===== src/rtl/rd_return_queue.sv =====
// Read-side front end: issues line reads with IDs, buffers returned lines and hands them back in issue order.
// Latency: accept -> rstart_rq one cycle later; rdat_m_valid -> rsp_valid one cycle later (no bypass).
// Backpressure: credit based; req_ready drops when outstanding IDs plus buffered responses reach DEPTH.
module rd_return_queue #(
    parameter int DEPTH = 4,
    parameter int ID_W  = 4,
    parameter int DW    = 128,
    parameter int AW    = 32
) (
    input  logic            clk,
    input  logic            rst,
    input  logic            req_valid,
    input  logic [AW-1:0]   req_addr,
    output logic            req_ready,
    output logic            rstart_rq,
    output logic [AW-1:0]   rin_addr,
    output logic [ID_W-1:0] next_rid,
    output logic            rqfull_1,
    input  logic [DW-1:0]   rdat_m_data,
    input  logic            rdat_m_valid,
    output logic            rsp_valid,
    output logic [DW-1:0]   rsp_data,
    output logic [ID_W-1:0] rsp_id,
    input  logic            rsp_ready,
    output logic            err_unexp
);

    localparam int PW = $clog2(DEPTH);
    localparam int CW = $clog2(DEPTH + 1);
    localparam logic [CW-1:0] FULL_C = CW'(DEPTH);
    localparam logic [CW-1:0] NEAR_C = CW'(DEPTH - 1);

    logic [CW-1:0]   used_q;
    logic [CW-1:0]   used_d;
    logic [ID_W-1:0] id_cnt;

    logic [ID_W-1:0] idq_mem [DEPTH];
    logic [PW-1:0]   idq_wp;
    logic [PW-1:0]   idq_rp;
    logic [CW-1:0]   idq_cnt;

    logic [DW-1:0]   rsp_mem_dat [DEPTH];
    logic [ID_W-1:0] rsp_mem_id  [DEPTH];
    logic [PW-1:0]   rsp_wp;
    logic [PW-1:0]   rsp_rp;
    logic [CW-1:0]   rsp_cnt;

    logic accept;
    logic pop;
    logic ret_ok;
    logic ret_bad;

    assign req_ready = (used_q < FULL_C);
    assign accept    = req_valid & req_ready;
    assign pop       = rsp_valid & rsp_ready;
    assign ret_ok    = rdat_m_valid & (idq_cnt != '0);
    assign ret_bad   = rdat_m_valid & (idq_cnt == '0);

    assign rsp_valid = (rsp_cnt != '0);
    assign rsp_data  = rsp_mem_dat[rsp_rp];
    assign rsp_id    = rsp_mem_id[rsp_rp];

    // Next credit count: accept takes a credit, a response pop returns one; a data return only moves it.
    always_comb begin
        used_d = used_q;
        if (accept && !pop) begin
            used_d = used_q + CW'(1);
        end else if (!accept && pop) begin
            used_d = used_q - CW'(1);
        end
    end

    // Credit counter and its registered near-full flag for read_channels_mngr.
    always_ff @(posedge clk or posedge rst) begin
        if (rst) begin
            used_q   <= '0;
            rqfull_1 <= 1'b0;
        end else begin
            used_q   <= used_d;
            rqfull_1 <= (used_d >= NEAR_C);
        end
    end

    // Issue path: one-cycle start pulse, address/ID held until the next accept.
    always_ff @(posedge clk or posedge rst) begin
        if (rst) begin
            rstart_rq <= 1'b0;
            rin_addr  <= '0;
            next_rid  <= '0;
            id_cnt    <= '0;
        end else begin
            rstart_rq <= accept;
            if (accept) begin
                rin_addr <= req_addr;
                next_rid <= id_cnt;
                id_cnt   <= id_cnt + ID_W'(1);
            end
        end
    end

    // ID queue: IDs of issued but not yet returned reads, oldest at the read pointer.
    always_ff @(posedge clk or posedge rst) begin
        if (rst) begin
            idq_wp  <= '0;
            idq_rp  <= '0;
            idq_cnt <= '0;
            for (int i = 0; i < DEPTH; i++) begin
                idq_mem[i] <= '0;
            end
        end else begin
            if (accept) begin
                idq_mem[idq_wp] <= id_cnt;
                idq_wp          <= idq_wp + PW'(1);
            end
            if (ret_ok) begin
                idq_rp <= idq_rp + PW'(1);
            end
            if (accept && !ret_ok) begin
                idq_cnt <= idq_cnt + CW'(1);
            end else if (!accept && ret_ok) begin
                idq_cnt <= idq_cnt - CW'(1);
            end
        end
    end

    // Show-ahead response FIFO: returned line tagged with the ID at the head of the ID queue.
    always_ff @(posedge clk or posedge rst) begin
        if (rst) begin
            rsp_wp  <= '0;
            rsp_rp  <= '0;
            rsp_cnt <= '0;
            for (int i = 0; i < DEPTH; i++) begin
                rsp_mem_dat[i] <= '0;
                rsp_mem_id[i]  <= '0;
            end
        end else begin
            if (ret_ok) begin
                rsp_mem_dat[rsp_wp] <= rdat_m_data;
                rsp_mem_id[rsp_wp]  <= idq_mem[idq_rp];
                rsp_wp              <= rsp_wp + PW'(1);
            end
            if (pop) begin
                rsp_rp <= rsp_rp + PW'(1);
            end
            if (ret_ok && !pop) begin
                rsp_cnt <= rsp_cnt + CW'(1);
            end else if (!ret_ok && pop) begin
                rsp_cnt <= rsp_cnt - CW'(1);
            end
        end
    end

    // Sticky flag for a returned line with nothing outstanding; the line itself is dropped.
    always_ff @(posedge clk or posedge rst) begin
        if (rst) begin
            err_unexp <= 1'b0;
        end else if (ret_bad) begin
            err_unexp <= 1'b1;
        end
    end

    a_idq_no_ovf: assert property (@(posedge clk) disable iff (rst)
        !(accept && (idq_cnt == FULL_C)));
    a_idq_no_udf: assert property (@(posedge clk) disable iff (rst)
        !(ret_ok && (idq_cnt == '0)));
    a_rsp_no_ovf: assert property (@(posedge clk) disable iff (rst)
        !(ret_ok && !pop && (rsp_cnt == FULL_C)));
    a_rsp_no_udf: assert property (@(posedge clk) disable iff (rst)
        !(pop && (rsp_cnt == '0)));
    a_credit_sum: assert property (@(posedge clk) disable iff (rst)
        ({1'b0, used_q} == ({1'b0, idq_cnt} + {1'b0, rsp_cnt})));

endmodule


===== config.mk =====
export PLATFORM = sky130hd
export DESIGN_NAME = rd_return_queue
export DESIGN_NICKNAME = d
export VERILOG_FILES = /design/src/rtl/rd_return_queue.sv
export SDC_FILE = /design/constraint.sdc
export NUM_CORES = 1
export LEC_CHECK = 0
export ABC_AREA = 1
export CORE_ASPECT_RATIO = 1.1
export CORE_MARGIN = 1.5
export CORE_UTILIZATION = 50
export DETAILED_ROUTE_END_ITERATION = 6
export PLACE_DENSITY_LB_ADDON = 0.08
export SLEW_MARGIN = 15
export SYNTH_ARGS = -nofsm -noshare
export SYNTH_HDL_FRONTEND = slang
export SYNTH_SLANG_ARGS = --single-unit

===== constraint.sdc =====
create_clock -name clk -period 38.6 [get_ports clk]
set_input_delay 3.86 -clock clk [delete_from_list [all_inputs] [get_ports clk]]
set_output_delay 3.86 -clock clk [all_outputs]
set_load 0.05 [all_outputs]

==> out/qor.csv <==
stage;metric;value;unit
grt;global-route wire length before repair;124000;um
clock_network;clk sinks;604;
yosys;average cell area after synthesis;8.04;sq um
clock_network;cts repair resizes;0;
clock_network;TritonCTS clock tree;yes;
detailed_routing;DR pass1 iterations;5;
setup_path;slowest stage delay, CP;0.95;ns
place;worst slack, placed;30.77;ns
place;Placed Instances;4143;
setup_path;Top delay family on crit path;buffers and inverters;
setup_path;crit-path cells;inv_6 -> buf_4 -> o21ai_0 -> o22ai_1 -> clkdlybuf4s50_1;
yosys;register bit count reported by yosys;604;
setup_path;crit path max fanout;104;
timing;Final Critical Period;8.32;ns
final_layout;area grow syn2layout;20.2;%
yosys;sequential fraction of the synthesis area;56.6;%
setup_path;slowest CP cell;buf_4;
floorplan;Die ar.;0.0548;sq mm
final_layout;Final #Nets;3716;
grt;number of global-route vias before repair;23100;
grt;GRT Total Usage;28.5;%
detailed_routing;Vias/cell;5.46;
clock_network;Setup Fix Bufs, Post-CTS;0;
timing;Slew headroom;23.9;%
clock_network;Worst-Skew Late Latency;0.59;ns
place;dpl hpwl;42700;um
setup_path;kind of start point of the critical path;flip-flop;
timing;Max Freq;120;MHz
yosys;Syn Inst Count;3321;
final_layout;share of layout cells above drive strength 1;3.91;%
setup_path;CP required;34.74;ns
detailed_routing;total via count after detailed routing;23300;
setup_path;WP buf/inv;3;
hold_path;Hold Path Origin;rsp_mem_dat[246];
hold_path;worst hold stages;2;
timing;Tcrit/Tclk final;21.5;%
floorplan;num rows;88;
setup_path;worst r2r path cells;9;
place;RePlAce Congestion;0.818;
clock_network;Root Buffer;clkbuf_16;
floorplan;Core Box Area;0.0526;sq mm
pwr;Max VDD drop;88.3;uV
grt;maximum number of pins on one net before global-route repair;167;
setup_path;WP data arrival;4.46;ns
yosys;yosys warns;0;
clock_network;TritonCTS Buffers;66;
setup_path;crit path kind;reg2out;
place;PortBufs;337;
timing;setup TNS;0;ns
grt;grt total ovfl;0;
pwr;Static Leak;0.0162;uW
setup_path;capturing element type of the critical path;output pin;
hold_path;Hold Path Class;reg2reg;
floorplan;Die W;223;um
clock_network;hold buffer count at CTS;0;
clock_network;Bufs on Longest Clock Path;3;
setup_path;CP Launch Point;rsp_rp[0];
timing;Final Setup Violations;0;
final_layout;Finished Core Util;61.0;%
timing;fin. max-slew vios;0;
timing;WHS;0.471;ns
detailed_routing;Starting DRT DRC Count;2155;
clock_network;CTS H-tree depth;3;
final_layout;fin cells;4267;
floorplan;initial core utilization;50.8;%
yosys;synth unique cells;26;
floorplan;Ports;338;
timing;Final Skew;0.0172;ns
pwr;P per Cell Area;111;mW/mm^2
detailed_routing;post-route ant nets;0;
detailed_routing;residual DRC count;0;
flow_run;Max Cap Viol;0;
grt;antenna violations before repair;8;
yosys;Post-Syn Area;0.0267;sq mm
timing;Hold Fails Final Rpt;0;
detailed_routing;Routed WL;78200;um
outcome;status;complete, no violations;
detailed_routing;WL/cell;18.3;um
timing;post-layout worst setup margin;30.28;ns
setup_path;Worst R2R Start;idq_cnt[0];
floorplan;Die Span Y;245;um
clock_network;clk slew on worst S/H paths;0.06;ns
timing;RSZ-0062 raised after global routing;no;
setup_path;Critical Path Stages;5;
yosys;Syn Nets;3501;
timing;Slew @ Worst Pin;1.14;ns
-- worst register-to-register path, cell delays in order (launching register included) --
cell	delay, ns
dfrtp_1	0.41
inv_1	0.07
nand3_2	0.09
nand2_4	0.09
inv_4	0.15
nand2_4	0.55
inv_4	0.98
buf_4	0.82
nand2_1	0.20
nand2_1	0.09
-- through the flow --
stage / power [uW] / area (sq um)
6_report: 3550 / 32100
5_1_grt: 3750 / 32100
4_1_cts: 3560 / 32100
3_5_place_dp: 2920 / 29900
3_3_place_gp: 2880 / 29900
2_1_floorplan: 2330 / 26700
-- cell type report --
cell class / count / area, sq um
clock buffers: 105 / 2040
repair buffers: 359 / 3550
multi-input cells: 2473 / 10300
well taps: 675 / 845
clock inverters: 12 / 119
inverters: 32 / 146
flip-flops and latches: 604 / 15100
diodes: 7 / 17.5
fillers: 4666 / 20500
-- cells in the final DEF (no fill, tap or decap) --
cell type / n
dfrtp_1: 602
nand3_2: 1
nand2_1: 1712
buf_12: 1
nor2_1: 273
xor2_1: 9
ha_1: 13
diode_2: 7
inv_1: 19
inv_6: 2
a21oi_1: 4
nor3_1: 1
inv_2: 4
clkinv_2: 8
o21ai_0: 305
xnor2_1: 3
clkbuf_8: 14
nand2_4: 5
o21bai_1: 1
buf_4: 21
inv_4: 5
clkinv_1: 1
fa_1: 2
o22ai_1: 132
nand3_1: 11
clkdlybuf4s50_1: 337
clkinvlp_4: 2
bufinv_16: 2
clkbuf_1: 20
mux2_2: 1
inv_8: 1
dfrtp_4: 2
clkbuf_16: 71
-- synthesized netlist by cell type, drive strengths merged --
cell type,instances,area [sq um]
o21bai,1,7.51
nor2,273,1020
o22ai,132,826
ha,13,163
inv,31,119
a21oi,4,20.0
mux2,1,11.3
o21ai,305,1530
xor2,9,78.8
nand2,1717,6460
xnor2,3,26.3
dfrtp,604,15100
fa,2,40.0
nand3,12,65.1
clkbuf,70,263
clkinv,1,3.75
buf,142,957
nor3,1,5.00
-- report_power, final --
| group | internal (uW) | switching, uW |
|---|---|---|
| clock network | 376 | 252 |
| registers | 926 | 182 |
| logic | 560 | 1250 |
-- metal layers --
metal,share of wire (%),global-route usage [%]
met3,6.6,5.01
met5,0.040,0
met2,49,48.3
met1,42,37.1
met4,2.4,9.68
-- worst paths after layout --
check,end,slack [ns]
max,rsp_data[1],30.28
max in group asynchronous,rsp_mem_dat[471],31.56
min reg2reg,rsp_mem_dat[246],0.47
max reg2reg,rsp_mem_dat[27],35.09
min in group asynchronous,rsp_mem_dat[3],3.86
min,rsp_mem_dat[246],0.47
-- flip-flops by register name, indices dropped and copies added, names as in the netlist, 3 cells and up --
register	cells
id_cnt	4
rsp_mem_id	16
idq_mem	16
next_rid	4
rin_addr	32
idq_cnt	3
rsp_cnt	3
used_q	3
rsp_mem_dat	512
-- kinds of logic after synthesis --
family / count (synthesis) / share of synthesized area, %
AND/OR/NAND/NOR: 2003 / 28.3
flip-flops: 604 / 56.6
adder cells (fa/ha/maj): 15 / 0.759
multiplexers: 1 / 0.0422
buffers and inverters: 244 / 5.03
AO/OA/AOI/OAI: 442 / 8.91
XOR/XNOR: 12 / 0.393
(Power assumes the default switching activity.)
